--- config.mk ---
export PLATFORM = sky130hd
export DESIGN_NAME = cpu_step_ctrl
export DESIGN_NICKNAME = d
export VERILOG_FILES = /design/src/rtl/cpu_step_ctrl.sv
export SDC_FILE = /design/constraint.sdc
export NUM_CORES = 1
export LEC_CHECK = 0
export ABC_AREA = 1
export BUFFER_PORTS_ARGS = -buffer_cell sky130_fd_sc_hd__buf_2
export CAP_MARGIN = 30
export CELL_PAD_IN_SITES_DETAIL_PLACEMENT = 0
export CELL_PAD_IN_SITES_GLOBAL_PLACEMENT = 1
export CORE_MARGIN = 2
export CORE_UTILIZATION = 40
export DETAILED_ROUTE_END_ITERATION = 6
export PLACE_DENSITY_LB_ADDON = 0.1
export REMOVE_ABC_BUFFERS = 1
export SYNTH_ARGS = -nofsm -noshare
export SYNTH_HDL_FRONTEND = slang
export SYNTH_SLANG_ARGS = --single-unit
--- constraint.sdc ---
create_clock -name clk -period 2.4 [get_ports clk]
set_clock_uncertainty 0.1 [all_clocks]
set_input_delay 0.48 -clock clk [delete_from_list [all_inputs] [get_ports clk]]
set_output_delay 0.48 -clock clk [all_outputs]
set_load 0.05 [all_outputs]
--- src/rtl/cpu_step_ctrl.sv ---
//============================================================================
// Module   : cpu_step_ctrl
// Purpose  : CPU clock-enable generator for the SOPC board build. It debounces
//            the step/burst buttons and provides single-step, N-step burst,
//            divided free-run and full-speed free-run modes. It also exports
//            a step counter and a busy flag for debug display.
// Options  : `define STEP_BREAK_EN adds a PC breakpoint (pc_i, brk_addr,
//            brk_hit).
// Revision : 1.0 - initial release
//============================================================================
`default_nettype none

module cpu_step_ctrl #(
    parameter logic [19:0] DEB_MAX  = 20'd1_000_000,
    parameter int          DIV_BITS = 24
) (
    input  logic        clk,
    input  logic        rst,          // asynchronous, active-low
    input  logic        btn_step,
    input  logic        btn_burst,
    input  logic [1:0]  mode,
    input  logic [7:0]  burst_len,
`ifdef STEP_BREAK_EN
    input  logic [31:0] pc_i,
    input  logic [31:0] brk_addr,
    output logic        brk_hit,
`endif
    output logic        cpu_ce,
    output logic        busy,
    output logic [15:0] step_count
);

    localparam logic [1:0] c_ST_IDLE  = 2'd0;
    localparam logic [1:0] c_ST_STEP  = 2'd1;
    localparam logic [1:0] c_ST_BURST = 2'd2;
    localparam logic [1:0] c_ST_RUN   = 2'd3;

    logic [1:0]          w_btn_raw;
    logic [1:0]          w_press;      // [0] = step press, [1] = burst press
    logic [1:0]          r_mode_s1;
    logic [1:0]          r_mode_s2;
    logic [1:0]          r_state;
    logic [1:0]          w_state_nxt;
    logic [8:0]          r_rem;
    logic [8:0]          w_rem_nxt;
    logic [DIV_BITS-1:0] r_div;
    logic                w_div_wrap;
    logic                w_ce_want;
    logic                w_ce_nxt;
    logic                w_run_block;
    logic                w_brk_set;
    logic                r_cpu_ce;
    logic                r_busy;
    logic [15:0]         r_step_count;

    assign w_btn_raw  = {btn_burst, btn_step};
    assign w_div_wrap = &r_div;

    // Per-button synchroniser, debounce counter and press-pulse generator
    for (genvar gi = 0; gi < 2; gi++) begin : g_deb
        logic        r_s1;
        logic        r_s2;
        logic        r_stable;
        logic        r_press;
        logic [19:0] r_cnt;

        // Stable level follows the synced level only after DEB_MAX agreeing cycles
        always_ff @(posedge clk or negedge rst) begin
            if (!rst) begin
                r_s1     <= 1'b0;
                r_s2     <= 1'b0;
                r_stable <= 1'b0;
                r_press  <= 1'b0;
                r_cnt    <= '0;
            end else begin
                r_s1    <= w_btn_raw[gi];
                r_s2    <= r_s1;
                r_press <= 1'b0;
                if (r_s2 != r_stable) begin
                    if (r_cnt == DEB_MAX - 20'd1) begin
                        r_stable <= r_s2;
                        r_cnt    <= '0;
                        r_press  <= r_s2;   // pulse only on a rising stable edge
                    end else begin
                        r_cnt <= r_cnt + 20'd1;
                    end
                end else begin
                    r_cnt <= '0;
                end
            end
        end

        assign w_press[gi] = r_press;
    end

    // Two-stage synchroniser for the mode switches
    always_ff @(posedge clk or negedge rst) begin
        if (!rst) begin
            r_mode_s1 <= 2'b00;
            r_mode_s2 <= 2'b00;
        end else begin
            r_mode_s1 <= mode;
            r_mode_s2 <= r_mode_s1;
        end
    end

`ifdef STEP_BREAK_EN
    logic r_brk_hit;
    // A pending breakpoint holds the controller in IDLE until the next press
    assign w_run_block = r_brk_hit;
`else
    assign w_run_block = 1'b0;
`endif

    // Next-state and enable decode; cpu_ce is registered from w_ce_nxt
    always_comb begin
        w_state_nxt = r_state;
        w_rem_nxt   = r_rem;
        w_ce_want   = 1'b0;
        w_ce_nxt    = 1'b0;
        w_brk_set   = 1'b0;
        case (r_state)
            c_ST_IDLE: begin
                if (r_mode_s2 == 2'b00 && w_press[0]) begin
                    w_state_nxt = c_ST_STEP;
                    w_ce_nxt    = 1'b1;     // enable is high while in STEP
                end else if (r_mode_s2 == 2'b01 && w_press[1]) begin
                    w_state_nxt = c_ST_BURST;
                    w_rem_nxt   = (burst_len == 8'd0) ? 9'd256 : {1'b0, burst_len};
                end else if (r_mode_s2[1] && !w_run_block) begin
                    w_state_nxt = c_ST_RUN;
                end
            end
            c_ST_STEP: begin
                w_state_nxt = c_ST_IDLE;
            end
            c_ST_BURST: begin
                if (r_mode_s2 != 2'b01) begin
                    w_state_nxt = c_ST_IDLE;   // abort takes priority over a wrap
                end else if (w_div_wrap) begin
                    w_ce_want = 1'b1;
                    w_rem_nxt = r_rem - 9'd1;
                    if (r_rem == 9'd1) begin
                        w_state_nxt = c_ST_IDLE;
                    end
                end
            end
            c_ST_RUN: begin
                if (!r_mode_s2[1]) begin
                    w_state_nxt = c_ST_IDLE;
                end else begin
                    w_ce_want = r_mode_s2[0] | w_div_wrap;
                end
            end
            default: begin
                w_state_nxt = c_ST_IDLE;
            end
        endcase
`ifdef STEP_BREAK_EN
        if (w_ce_want && (pc_i == brk_addr)) begin
            w_ce_want   = 1'b0;
            w_brk_set   = 1'b1;
            w_state_nxt = c_ST_IDLE;
        end
`endif
        w_ce_nxt = w_ce_nxt | w_ce_want;
    end

    // State, burst counter, divider and registered outputs
    always_ff @(posedge clk or negedge rst) begin
        if (!rst) begin
            r_state      <= c_ST_IDLE;
            r_rem        <= '0;
            r_div        <= '0;
            r_cpu_ce     <= 1'b0;
            r_busy       <= 1'b0;
            r_step_count <= '0;
        end else begin
            r_state  <= w_state_nxt;
            r_rem    <= w_rem_nxt;
            r_cpu_ce <= w_ce_nxt;
            r_busy   <= (w_state_nxt == c_ST_BURST) || (w_state_nxt == c_ST_RUN);
            // Divider restarts from zero on every entry into BURST or RUN
            if ((r_state == c_ST_BURST || r_state == c_ST_RUN) && (w_state_nxt == r_state)) begin
                r_div <= r_div + 1'b1;
            end else begin
                r_div <= '0;
            end
            if (w_ce_nxt) begin
                r_step_count <= r_step_count + 16'd1;
            end
        end
    end

`ifdef STEP_BREAK_EN
    // Sticky breakpoint flag, cleared by any accepted button press
    always_ff @(posedge clk or negedge rst) begin
        if (!rst) begin
            r_brk_hit <= 1'b0;
        end else if (w_brk_set) begin
            r_brk_hit <= 1'b1;
        end else if (|w_press) begin
            r_brk_hit <= 1'b0;
        end
    end

    assign brk_hit = r_brk_hit;
`endif

    assign cpu_ce     = r_cpu_ce;
    assign busy       = r_busy;
    assign step_count = r_step_count;

endmodule

`default_nettype wire

# Word level (Yosys, flattened, before mapping)

Index checks and enable logic that the tools add are counted.

Bits in registers: 105
Latch bits: 0
RAM bits: 0
ROM bits: 0
Bits of input ports: 14
Output and inout bits: 18
Word-level logic and storage cells: 84
Memories: 0

$add $sub $neg: 5
$mul: 0
Divide/modulo/power cells: 0
$lt $le $gt $ge: 0
Equal/unequal tests: 17
Shifts and indexed selects: 0
Mux-type cells: 29
Bitwise logic cells: 2
Reduce and logical (&&, ||, !) cells: 13

Operators with widths:

| operator              | count |
|---|---|
| $mux 20               | 4 |
| $mux 9                | 5 |
| $add 20x1->20 const B | 2 |
| $eq 20x20->1 const B  | 2 |
| $add 24x1->24 const B | 1 |
| $mux 24               | 1 |
| $reduce_and 24->1     | 1 |
| $pmux 9 s2            | 1 |
| $add 16x1->16 const B | 1 |
| $mux 2                | 7 |
| $eq 9x1->1 const B    | 1 |
| $mux 1                | 9 |
| $sub 9x1->9 const B   | 1 |
| $eq 2x2->1 const B    | 4 |
| $logic_not 8->1       | 1 |
| $ne 2x2->1 const B    | 4 |
| $pmux 2 s4            | 1 |
| $reduce_and 5->1      | 1 |
| $eq 2x1->1 const B    | 2 |
| $logic_not 2->1       | 2 |
| $reduce_and 2->1      | 2 |
| $logic_and 1x1->1     | 3 |
| $eq 2x2->1            | 1 |
| $logic_or 1x1->1      | 2 |
| 5 further kinds       | 7 |

# Logic depth before layout (Yosys ltp)

Gate-level depths: netlist of the first run.

Word-level depth: 8
Depth in mapped cells: 10
Gate-level depth less buffers: 10

# Least setup slack after synthesis of the first run

Ideal clock, no wire load.

Kind: register to register
Start point: register r_step_count[0] (netlist: step_count[0])
End point: register r_step_count[12] (netlist: step_count[12])
Setup time: 0.117 ns
Arrival: 1.677 ns
Required time: 2.183 ns
Setup slack: 0.505 ns
Cell stages (with the launch flop): 9
Clock period less this slack: 1.895 ns
Cells stage by stage: dfrtp_1 ha_1 nand3_1 nor3_2 nand3_1 nand2_1 nand2_1 nand2_2 nand2_2

Longest elaborated chain between the ends: 1

Ends and longest elaborated chain:

| item                   | RTL line | RTL |
|---|---|---|
| start, declared        | 54       | `logic [15:0] r_step_count;` |
| start signal, assigned | 190      | `r_step_count <= r_step_count + 16'd1;` |
| $add 16x1->16          | 190      |  |

No other way between the ends.
A chain may end at the register's enable or synchronous reset.

# Worst setup path after layout of the first run

Start point: register r_div[0]
End point: register r_div[19]

Longest elaborated chain between the ends: 7

Ends and longest elaborated chain:

| item                   | RTL line | RTL |
|---|---|---|
| start, declared        | 46       | `logic [DIV_BITS-1:0] r_div;` |
| start signal, assigned | 185      | `r_div <= r_div + 1'b1;` |
| $reduce_and 24->1      | 57       | `assign w_div_wrap = &r_div;` |
| $mux 2                 | 140      | `end else if (w_div_wrap) begin` |
| $mux 2                 | 138      | `if (r_mode_s2 != 2'b01) begin` |
| $pmux 2 s4             | 122      | `case (r_state)` |
| $eq 2x2->1             | 184      | `if ((r_state == c_ST_BURST \|\| r_state == c_ST_RUN) && (w_state_nxt == r_state)) begin` |
| $logic_and 1x1->1      | 184      |  |
| $mux 24 *              | 184      |  |

Mark *: on every way between the ends. The rest lies on a longest branch, timed or not.

==> results of run 1 <==
==> metal layers <==
metal / vias up / wire (um) / GRT usage, %
met3: 11 / 447 / 4.10
met2: 60 / 6310 / 29.9
met4: 0 / 179 / 4.52
met5: - / 0 / 0
met1: 2303 / 6380 / 23.5
li1: 2578 / - / -
==> repair_timing <==
item / 4_1_cts / 5_1_grt
setup endpoints to repair: 0 / 0
endpoints found under the hold margin: 1 / 0
hold buffers: 1 / 0
==> registers in the layout, indices dropped and copies added, names as in the netlist <==
name,count
g_deb.r_s2,2
r_div,24
r_mode_s1,2
r_state,2
r_mode_s2,2
step_count,16
g_deb.r_s1,2
cpu_ce,1
r_rem,9
g_deb.r_stable,2
g_deb.r_cnt,40
g_deb.r_press,2
busy,1
==> cells in the mapped netlist (all sizes together) <==
cell,instances
a21boi,1
a21oi,34
a31oi,2
and3,1
buf,6
clkbuf,3
dfrtp,105
ha,6
inv,71
nand2,239
nand3,73
nand3b,2
nand4,19
nor2,137
nor3,21
nor3b,1
nor4,1
o21ai,11
o21bai,1
or2,1
xnor2,19
xor2,28
==> worst paths after layout <==
kind | startpoint | end | slack [ns] | cells after the start
setup / recovery | r_div[0]$_DFF_PN0_ | r_div[19]$_DFF_PN0_ | 0.28 | 9
hold / removal | btn_burst | g_deb[1].r_s1$_DFF_PN0_ | 0.12 | 1
setup reg to reg | r_div[0]$_DFF_PN0_ | r_div[19]$_DFF_PN0_ | 0.28 | 9
hold reg to reg | g_deb[0].r_s1$_DFF_PN0_ | g_deb[0].r_s2$_DFF_PN0_ | 0.26 | 0
max in group asynchronous | rst | r_state[0]$_DFF_PN0_ | 1.04 | 3
min in group asynchronous | rst | r_rem[3]$_DFFE_PN0P_ | 0.54 | 2
==> where the power goes <==
| group | leakage (nW) | internal [mW] | switching (mW) |
|---|---|---|---|
| registers | 1.42 | 1.90 | 0.151 |
| logic | 1.45 | 0.295 | 0.645 |
| clock network | 0.153 | 0.838 | 0.721 |
==> critical path: stages, from the launching register on <==
cell     delay (ns)
dfrtp_1        0.43
ha_1           0.30
nand2_2        0.09
nor2_4         0.16
nand2_2        0.12
nor2_4         0.16
nand3_2        0.10
nand2_4        0.26
buf_4          0.21
a21oi_2        0.05
==> area by class of cell <==
| cell class | instances | share of cell area [%] |
|---|---|---|
| repair buffers | 41 | 3.66 |
| clock buffers | 10 | 3.38 |
| inverters | 71 | 4.01 |
| flip-flops and latches | 105 | 38.8 |
| well taps | 184 | 3.40 |
| clock inverters | 6 | 1.24 |
| multi-input cells | 597 | 45.5 |
==> logic make-up (layout without fill, tap and decap cells) <==
family / Yosys count / in the layout
xor+xnor: 47 / 47
fa+ha+maj: 6 / 6
compound gates: 49 / 49
buf+inv: 80 / 128
flops: 105 / 105
simple gates: 495 / 495
==> per-stage QoR <==
stage | worst slack, ns | hold WS, ns
global placement | 0.356 | 0.239
CTS | 0.256 | 0.105
floorplan | 0.442 | 0.0844
global route | 0.134 | 0.102
detailed placement | 0.267 | 0.241
finish | 0.282 | 0.125
==> key figures, run 1 <==
Status
  – Status: finished, final reports clean

Timing
  – Final Hold Viols: 0
  – Crit share post-route: 88.3%
  – Final setup viols: 0
  – Slew headroom: 67.2%
  – Fin Setup TNS: 0 ns
  – Slew of the pin with the lowest slew margin: 0.489 ns
  – RSZ-0062 raised after global routing: false
  – FMAX: 472 MHz
  – Min Tclk post-route: 2.12 ns
  – Final Max Tran Viols: 0

Die
  – Die Span X: 127 um
  – Die Ht: 127 um
  – Core Area: 0.0146 mm^2
  – Die area: 0.0161 mm^2
  – # rows: 44
  – Io pins: 32
  – Initial Util: 41.4%

Setup path
  – Data arrival, critical path: 2.25 ns
  – Worst-path fanout max: 21
  – Req. time, crit path: 2.53 ns
  – Endpoint class of the critical path: flip-flop
  – Crit path launch type: flip-flop
  – Crit Path Class: reg2reg

CTS
  – Post-CTS Resized: 0
  – Total clock sinks: 105
  – Reg clk slew, reported paths: 0.07 ns
  – Worst-case clock buffer depth: 2
  – Num CTS Buffers: 9
  – CTS tree: yes
  – Clk root buf: clkbuf_16
  – Max H-tree Level: 3
  – Setup Buffers After CTS: 0
  – Clk_lat worst skew: 0.35 ns

Layout
  – FF/Latch Area: 0.00263 mm^2
  – Nets: 845
  – Commonest non-fill, non-tap cells in the layout: nand2_1 (211), nor2_1 (127), dfrtp_1 (105), nand3_1 (70), inv_1 (63)
  – Post-layout util: 46.2%
  – Layout Cells excl Fill: 1014
  – Commonest non-fill, non-tap cell in the layout: nand2_1
  – Ant. Diodes: 0
  – Area of the multi-input gates: 0.00308 mm^2
  – # fillers: 1475
  – Area Overhead vs Synth: 11.8%
  – Final instance area: 0.00677 mm^2
  – Layout cell share with drive strength beyond 1: 15.8%

Drt
  – Drt pass-1 iters: 4
  – Remaining routing DRC violations: 0
  – Detailed-route via count: 4952
  – Total Wirelength: 13300 um
  – Initial drt markers: 199
  – Post-route ant nets: 0
  – Routed len/inst: 13.1 um
  – Vias per Instance: 4.88

GRT
  – Total global routing overflow: 0
  – First-pass GRT wire length: 23600 um
  – Vias in the first global route: 4967
  – Initial antenna violation count: 0
  – GRT Total Usage: 17.9%
  – Largest net degree at the start of global routing: 51

Pwr
  – Max VDD drop: 0.391 mV
  – Leakage power: 3.03 nW
  – Pwr Total: 4.55 mW
  – Power Density: 672 mW/mm^2

Synth
  – Largest area contributor in the netlist: dfrtp_1
  – Seq/Total Area, Yosys: 43.4%
  – Synth Area in Simple Gates: 37.3%
  – Post-synth top area share: 43.4%
  – Compound-Gate Fraction of Synth Area: 5.53%
  – Post-Syn Instances: 782
  – Average size of a mapped cell: 7.75 um^2
  – Adder-cell share of the synthesized area: 1.24%
  – Post-Synthesis Cell Area: 0.00606 mm^2
  – Largest family of logic cells by synthesized area: simple AND/OR/NAND/NOR gates
  – Largest cells by area after synthesis: dfrtp_1 (43%), nand2_1 (13%), nor2_1 (7.9%)
  – Multiplexer area fraction after synthesis: 0%
  – Yosys reg bits: 105
  – Synth warnings: 0
  – Synth cell types: 38
  – Synth Area in XOR/XNOR: 6.79%

Placed design
  – Post-detail-place hpwl: 10100 um
  – Placed Cells: 997
  – PortBufs: 31
  – RD Place Congestion: 0.839
  – Dpl cell area: 0.00645 mm^2

Worst hold path
  – Hold crit path type: in2reg

Flow run
  – Max-Cap Viols: 0
Power figures use the tool's default switching activity.
==> run 2, diff against run 1 <==
--- a/config.mk
+++ b/config.mk
@@ -10,7 +10,6 @@
 export CAP_MARGIN = 30
 export CELL_PAD_IN_SITES_DETAIL_PLACEMENT = 0
 export CELL_PAD_IN_SITES_GLOBAL_PLACEMENT = 1
-export CORE_MARGIN = 2
 export CORE_UTILIZATION = 40
 export DETAILED_ROUTE_END_ITERATION = 6
 export PLACE_DENSITY_LB_ADDON = 0.1
==> run 2 against run 1 <==
The flow now finishes with violations (DRC); maximum frequency increased by 1.8%; global-route usage is 0.51 points higher; cell area decreased by 0.74%; first-iteration DRC count up 49%.
==> key figures, run 2 (synthesized netlist as in run 1, its figures left out) <==
CTS
  – Max H-tree Level: 3 (unchanged)
  – Post-CTS Resized: 0 (unchanged)
  – Worst-case clock buffer depth: 2 (unchanged)
  – Setup Buffers After CTS: 0 (unchanged)
  – Reg clk slew, reported paths: 0.08 ns (about the same)
  – Cts hold-fix bufs: 1 (unchanged)
  – Total clock sinks: 105 (unchanged)
  – CTS tree: yes
  – Num CTS Buffers: 9 (unchanged)
  – Clk_lat worst skew: 0.35 ns (about the same)
  – Clk root buf: clkbuf_16

Setup path
  – Buf/Inv on CP: 1 (unchanged)
  – Endpoint class of the critical path: flip-flop
  – Req. time, crit path: 2.55 ns (+0.02 ns)
  – R2R depth: 10 (+1)
  – Critical Path Stages: 10 (+1)
  – Cell Chain, Critical Path: ha_1 > nand2_2 > nor2_4 > nand2_2 > nor2_4 > nand3_2 > nand2_4 > nand2_1 > nand2_1 > inv_1
  – Crit path launch type: flip-flop
  – Crit-path leading delay family: simple AND/OR/NAND/NOR gates
  – Critical-path top delay cell: dfrtp_1
  – R2R Setup Slk: 0.32 ns (+0.04 ns)
  – Crit Path Class: reg2reg
  – Worst-path fanout max: 26 (+24%)
  – Data arrival, critical path: 2.23 ns (-0.02 ns)
  – Max incr delay on CP: 0.43 ns (about the same)

Die
  – Core Area: 0.0146 mm^2 (unchanged)
  – # rows: 44 (unchanged)
  – Io pins: 32 (unchanged)
  – Die area: 0.0156 mm^2 (-3.1%)
  – Die Span X: 125 um (-1.6%)
  – Initial Util: 41.4% (unchanged)
  – Die Ht: 125 um (-1.6%)

Drt
  – Initial drt markers: 297 (+49%)
  – Remaining routing DRC violations: 4 (+4)
  – Total Wirelength: 13000 um (-2.5%)
  – Drt pass-1 iters: 7 (+3)
  – Post-route ant nets: 0 (unchanged)
  – Detailed-route via count: 4947 (-0.10%)
  – Routed len/inst: 12.8 um (-2.2%)
  – Vias per Instance: 4.89 (+0.20%)

Timing
  – Crit share post-route: 86.7% (-1.5 points)
  – Fin Setup TNS: 0 ns (unchanged)
  – Final Max Tran Viols: 0 (unchanged)
  – Final Hold Viols: 0 (unchanged)
  – Slew headroom: 69.7% (+2.5 points)
  – Final setup viols: 0 (unchanged)
  – FMAX: 480 MHz (+1.8%)
  – RSZ-0062 raised after global routing: false
  – Min Tclk post-route: 2.08 ns (-0.0367 ns)
  – Slew of the pin with the lowest slew margin: 0.451 ns (-0.0379 ns)

Status
  – Failing checks: DRC
  – Status: finished, violations left

Placed design
  – RD Place Congestion: 0.821 (-2.1%)
  – PortBufs: 31 (unchanged)
  – Dpl cell area: 0.00643 mm^2 (-0.35%)
  – Post-detail-place hpwl: 9750 um (-3.2%)

Layout
  – Ant. Diodes: 0 (unchanged)
  – Commonest non-fill, non-tap cell in the layout: nand2_1
  – Post-layout util: 45.9% (-0.34 points)
  – Commonest non-fill, non-tap cells in the layout: nand2_1 (211), nor2_1 (127), dfrtp_1 (105), nand3_1 (70), inv_1 (63)
  – Final instance area: 0.00672 mm^2 (-0.74%)
  – Max FFs per register: 40 (unchanged)
  – Nets: 842 (-0.36%)
  – Layout cell share with drive strength beyond 1: 15.4% (-0.43 points)
  – Area Overhead vs Synth: 10.9%
  – Largest reg by FF count: g_deb.r_cnt
  – # fillers: 1520 (+3.1%)

Flow run
  – Max-Cap Viols: 0 (unchanged)

GRT
  – First-pass GRT wire length: 23400 um (-1.0%)
  – Total global routing overflow: 0 (unchanged)
  – Initial antenna violation count: 0 (unchanged)
  – GRT Total Usage: 18.4% (+0.51 points)
  – Largest net degree at the start of global routing: 56 (+9.8%)
  – Vias in the first global route: 4948 (-0.38%)

Pwr
  – Max VDD drop: 0.418 mV (+6.9%)
  – Power Density: 655 mW/mm^2 (-2.6%)
  – Leakage power: 3.00 nW (-0.99%)

Worst hold path
  – Hold crit path type: in2reg
  – WHS Path Cells: 1 (unchanged)
run 2: cell types whose count changed in the layout (fill, tap and decap cells not counted):
cell / change
buf_4: -3
bufinv_16: -1
clkinv_8: -1
clkbuf_8: +2
clkbuf_1: +1
clkinvlp_4: +1
clkinv_4: +2
inv_8: -1
inv_6: -3
run 2: layer usage:
layer,up-vias,wire length (um),track usage (%)
li1,2586,-,-
met1,2284,6340,24.5
met2,66,6160,30.7
met3,11,341,2.57
met4,0,151,6.17
met5,-,0,0
run 2: path summary, 6_finish.rpt:
path	from	to
setup / recovery	r_div[0]$_DFF_PN0_	r_div[22]$_DFF_PN0_
hold / removal	mode[0]	r_mode_s1[0]$_DFF_PN0_
setup reg to reg	r_div[0]$_DFF_PN0_	r_div[22]$_DFF_PN0_
hold reg to reg	g_deb[0].r_s1$_DFF_PN0_	g_deb[0].r_s2$_DFF_PN0_
max in group asynchronous	rst	r_mode_s1[1]$_DFF_PN0_
min in group asynchronous	rst	r_div[21]$_DFF_PN0_
run 2: final cells by class:
cell class	count	area, um^2	share of cell area, %
multi-input combinational	597	3080	45.8
sequential	105	2630	39.1
inverter	71	272	4.04
clock buffer	13	260	3.87
tap	184	230	3.43
timing repair buffer	38	225	3.35
clock inverter	3	25.0	0.372
run 2: per-stage QoR:
| step | instances | power [mW] | worst slack [ns] | hold WS [ns] |
|---|---|---|---|---|
| finish | 1011 | 4.40 | 0.318 | 0.138 |
| global route | 1011 | 4.71 | 0.123 | 0.126 |
| CTS | 1011 | 4.49 | 0.287 | 0.123 |
| detailed placement | 994 | 3.03 | 0.305 | 0.236 |
| global placement | 994 | 3.01 | 0.361 | 0.242 |
| floorplan | 773 | 2.73 | 0.442 | 0.0844 |
run 2: power by group:
group / switching [mW] / leakage (nW) / internal, mW
clock: 0.642 / 0.136 / 0.765
sequential: 0.149 / 1.42 / 1.90
combinational: 0.650 / 1.44 / 0.290
==> run 3, diff against run 2 <==
--- a/config.mk
+++ b/config.mk
@@ -5,7 +5,6 @@
 export SDC_FILE = /design/constraint.sdc
 export NUM_CORES = 1
 export LEC_CHECK = 0
-export ABC_AREA = 1
 export BUFFER_PORTS_ARGS = -buffer_cell sky130_fd_sc_hd__buf_2
 export CAP_MARGIN = 30
 export CELL_PAD_IN_SITES_DETAIL_PLACEMENT = 0
==> run 3 against run 2 <==
Die area is 17% lower; the flow now finishes without violations; maximum frequency fell by 5.7%; largest power group unchanged; first-iteration DRC count is 49% lower; final cell count fell by 30%; synthesized cell count decreased by 38%; clock power rose by 9%; sequential share of layout area is 6.1 points higher; non-clock buffer count grew 9; cell area fell by 13%; critical path depth down 3; global-route usage fell by 1.0 points.
==> key figures, run 3 <==
Layout
  – Nets: 556 (-34%)
  – Largest reg by FF count: g_deb.r_cnt
  – Commonest non-fill, non-tap cell in the layout: dfrtp_1
  – Commonest non-fill, non-tap cells in the layout: dfrtp_1 (105), nor2_1 (80), nand3_1 (41), xor2_1 (38), xnor2_1 (36)
  – Area Overhead vs Synth: 15.6%
  – Layout Cells excl Fill: 709 (-30%)
  – FF/Latch Area: 0.00263 mm^2 (unchanged)
  – Ant. Diodes: 0 (unchanged)
  – # fillers: 1161 (-24%)
  – Max FFs per register: 40 (unchanged)
  – Layout cell share with drive strength beyond 1: 14.0% (-1.3 points)
  – Area of the multi-input gates: 0.00233 mm^2 (-25%)

Worst hold path
  – WHS Path Cells: 1 (unchanged)
  – Hold crit path type: in2reg
  – Hold Crit Endpoint: g_deb[1].r_s1$_DFF_PN0_
  – Hold Crit Start: btn_burst

Setup path
  – Max incr delay on CP: 0.55 ns (+0.12 ns)
  – Crit Path Class: reg2reg
  – Endpoint class of the critical path: flip-flop
  – R2R Setup Slk: 0.19 ns (-0.13 ns)
  – Crit path launch type: flip-flop
  – Crit-path leading delay family: simple AND/OR/NAND/NOR gates
  – Crit Reg-Reg Startpoint: r_div[0]$_DFF_PN0_
  – Data arrival, critical path: 2.40 ns (+0.17 ns)
  – Worst-path fanout max: 8 (-69%)
  – Worst path most repeated cell: nand3_1
  – Reg-to-Reg End: r_rem[7]$_DFFE_PN0P_
  – Buf/Inv on CP: 1 (unchanged)
  – R2R depth: 7 (-3)
  – Cell Chain, Critical Path: ha_1 > nand3_1 > nor4_4 > buf_4 > nand2_1 > or4_1 > nand3_1
  – Req. time, crit path: 2.59 ns (+0.04 ns)
  – Critical-path top delay cell: or4_1

Pwr
  – Pwr Total: 4.30 mW (-2.2%)
  – Leakage power: 2.53 nW (-16%)
  – Power Density: 740 mW/mm^2 (+13%)
  – Max VDD drop: 0.583 mV (+40%)

Placed design
  – Post-detail-place hpwl: 7070 um (-27%)
  – PortBufs: 31 (unchanged)
  – RD Place Congestion: 0.738 (-10%)
  – Placed Cells: 692 (-30%)
  – Pre-CTS setup slack: 0.205 ns (-0.100 ns)

CTS
  – Reg clk slew, reported paths: 0.07 ns (about the same)
  – Worst-case clock buffer depth: 2 (unchanged)
  – Max H-tree Level: 3 (unchanged)
  – Clk_lat worst skew: 0.35 ns (about the same)
  – Clk root buf: clkbuf_16
  – CTS tree: yes
  – Total clock sinks: 105 (unchanged)
  – Num CTS Buffers: 9 (unchanged)

Timing
  – Slew headroom: 61.4% (-8.3 points)
  – RSZ-0062 raised after global routing: false
  – FMAX: 453 MHz (-5.7%)
  – Hold Slack: 0.126 ns (-0.0118 ns)
  – Slew of the pin with the lowest slew margin: 0.574 ns (+0.123 ns)
  – Final setup viols: 0 (unchanged)
  – Crit share post-route: 92.0% (+5.3 points)
  – Worst setup margin: 0.191 ns (-0.127 ns)
  – Final Max Tran Viols: 0 (unchanged)
  – Min Tclk post-route: 2.21 ns (+0.127 ns)
  – Fin Setup TNS: 0 ns (unchanged)
  – Final Hold Viols: 0 (unchanged)

Die
  – Die Span X: 114 um (-8.7%)
  – Io pins: 32 (unchanged)
  – Initial Util: 41.5% (+0.17 points)
  – Die area: 0.0130 mm^2 (-17%)
  – Core Area: 0.0121 mm^2 (-17%)
  – Die Ht: 114 um (-8.7%)
  – # rows: 40 (-9.1%)

Synth
  – Largest cells by area after synthesis: dfrtp_1 (52%), xor2_1 (6.6%), xnor2_1 (6.3%)
  – Post-synth ARST share: 100% (unchanged)
  – Most instantiated library cell after synthesis: dfrtp_1
  – Post-Synthesis Cell Area: 0.00503 mm^2 (-17%)
  – Post-synth top area share: 52.2% (+8.9 points)
  – Commonest cells in the netlist: dfrtp_1 (105), nor2_1 (80), nand3_1 (41)
  – Average size of a mapped cell: 10.3 um^2 (+33%)
  – Yosys reg bits: 105 (unchanged)
  – Synth cell types: 55 (+45%)
  – Synth warnings: 0 (unchanged)
  – Seq/Total Area, Yosys: 52.2% (+8.9 points)
  – Number of synthesized flops with an enable pin: 0 (unchanged)
  – Ys flop type: dfrtp_1
  – Post-Syn Instances: 488 (-38%)
  – Largest area contributor in the netlist: dfrtp_1

GRT
  – Total global routing overflow: 0 (unchanged)
  – First-pass GRT wire length: 17800 um (-24%)
  – Vias in the first global route: 3661 (-26%)
  – GRT Total Usage: 17.4% (-1.0 points)
  – Initial antenna violation count: 0 (unchanged)
  – Largest net degree at the start of global routing: 65 (+16%)

Flow run
  – Max-Cap Viols: 0 (unchanged)

Drt
  – Remaining routing DRC violations: 0 (-4)
  – Post-route ant nets: 0 (unchanged)
  – Detailed-route via count: 3747 (-24%)
  – Drt pass-1 iters: 7 (unchanged)
  – Routed len/inst: 14.4 um (+12%)
  – Total Wirelength: 10200 um (-21%)
  – Initial drt markers: 151 (-49%)
  – Vias per Instance: 5.28 (+8.0%)

Status
  – Status: finished, final reports clean
-- run 3: cell types whose count changed after synthesis, moves of 11 or more --
cell,before,now
xnor2_1,19,36
nor2_1,127,80
nand3_1,70,41
nor4_1,1,12
and3_1,1,18
inv_1,63,9
nand2_2,22,0
nor3_1,18,7
nand2_1,211,19
a21oi_2,21,0
-- run 3: logic make-up after synthesis --
kind of cell	synth area share [%]
AO/OA/AOI/OAI	7.69
XOR/XNOR	12.9
adder cells (fa/ha/maj)	1.49
buffers and inverters	1.54
flip-flops	52.2
multiplexers	0.671
AND/OR/NAND/NOR	23.5
-- run 3: cell type report --
type                       count  share of cell area (%)
inverter                       9                   0.581
clock inverter                 7                    1.51
tap                          168                    3.61
timing repair buffer          47                    5.25
sequential                   105                    45.2
clock buffer                   9                    3.87
multi-input combinational    364                    40.0
-- run 3: how the worst max path moves through the flow --
stage	end	depth (start not counted)	from	slack (ns)
final	r_rem[7]$_DFFE_PN0P_	7	r_div[0]$_DFF_PN0_	0.19
after CTS	r_rem[7]$_DFFE_PN0P_	7	r_div[0]$_DFF_PN0_	0.19
after global placement	r_rem[7]$_DFFE_PN0P_	7	r_div[0]$_DFF_PN0_	0.27
after floorplan	busy$_DFF_PN0_	6	r_div[0]$_DFF_PN0_	0.11
after detailed placement	r_rem[7]$_DFFE_PN0P_	7	r_div[0]$_DFF_PN0_	0.21
after global routing	step_count[15]$_DFFE_PN0P_	6	r_div[0]$_DFF_PN0_	0.03
-- run 3: per-layer routing --
layer | share of wire [%] | track usage [%] | vias to the layer above
li1 | - | - | 1842
met1 | 50 | 23.9 | 1847
met2 | 46 | 26.6 | 50
met3 | 3.0 | 4.71 | 8
met4 | 0.84 | 5.37 | 0
met5 | 0 | 0 | -
-- run 3: through the flow --
| stage | cell area [um^2] | util, % |
|---|---|---|
| after floorplan | 4990 | - |
| after global placement | 5490 | 45.4 |
| after detailed placement | 5490 | 45.4 |
| after CTS | 5820 | 48.0 |
| after global routing | 5820 | 48.0 |
| final | 5820 | 48.0 |
-- run 3: timing repair --
item / in CTS / in global routing
setup buffers: 0 / 0
hold endpoints to repair: 9 / 0
hold buffers: 1 / 0
gates resized for setup: 0 / 0
-- run 3: power by group --
part / internal [mW] / total [mW] / switching (mW)
clock: 0.831 / 1.53 / 0.699
sequential: 1.89 / 2.04 / 0.150
combinational: 0.265 / 0.729 / 0.464
total: 2.99 / 4.30 / 1.31
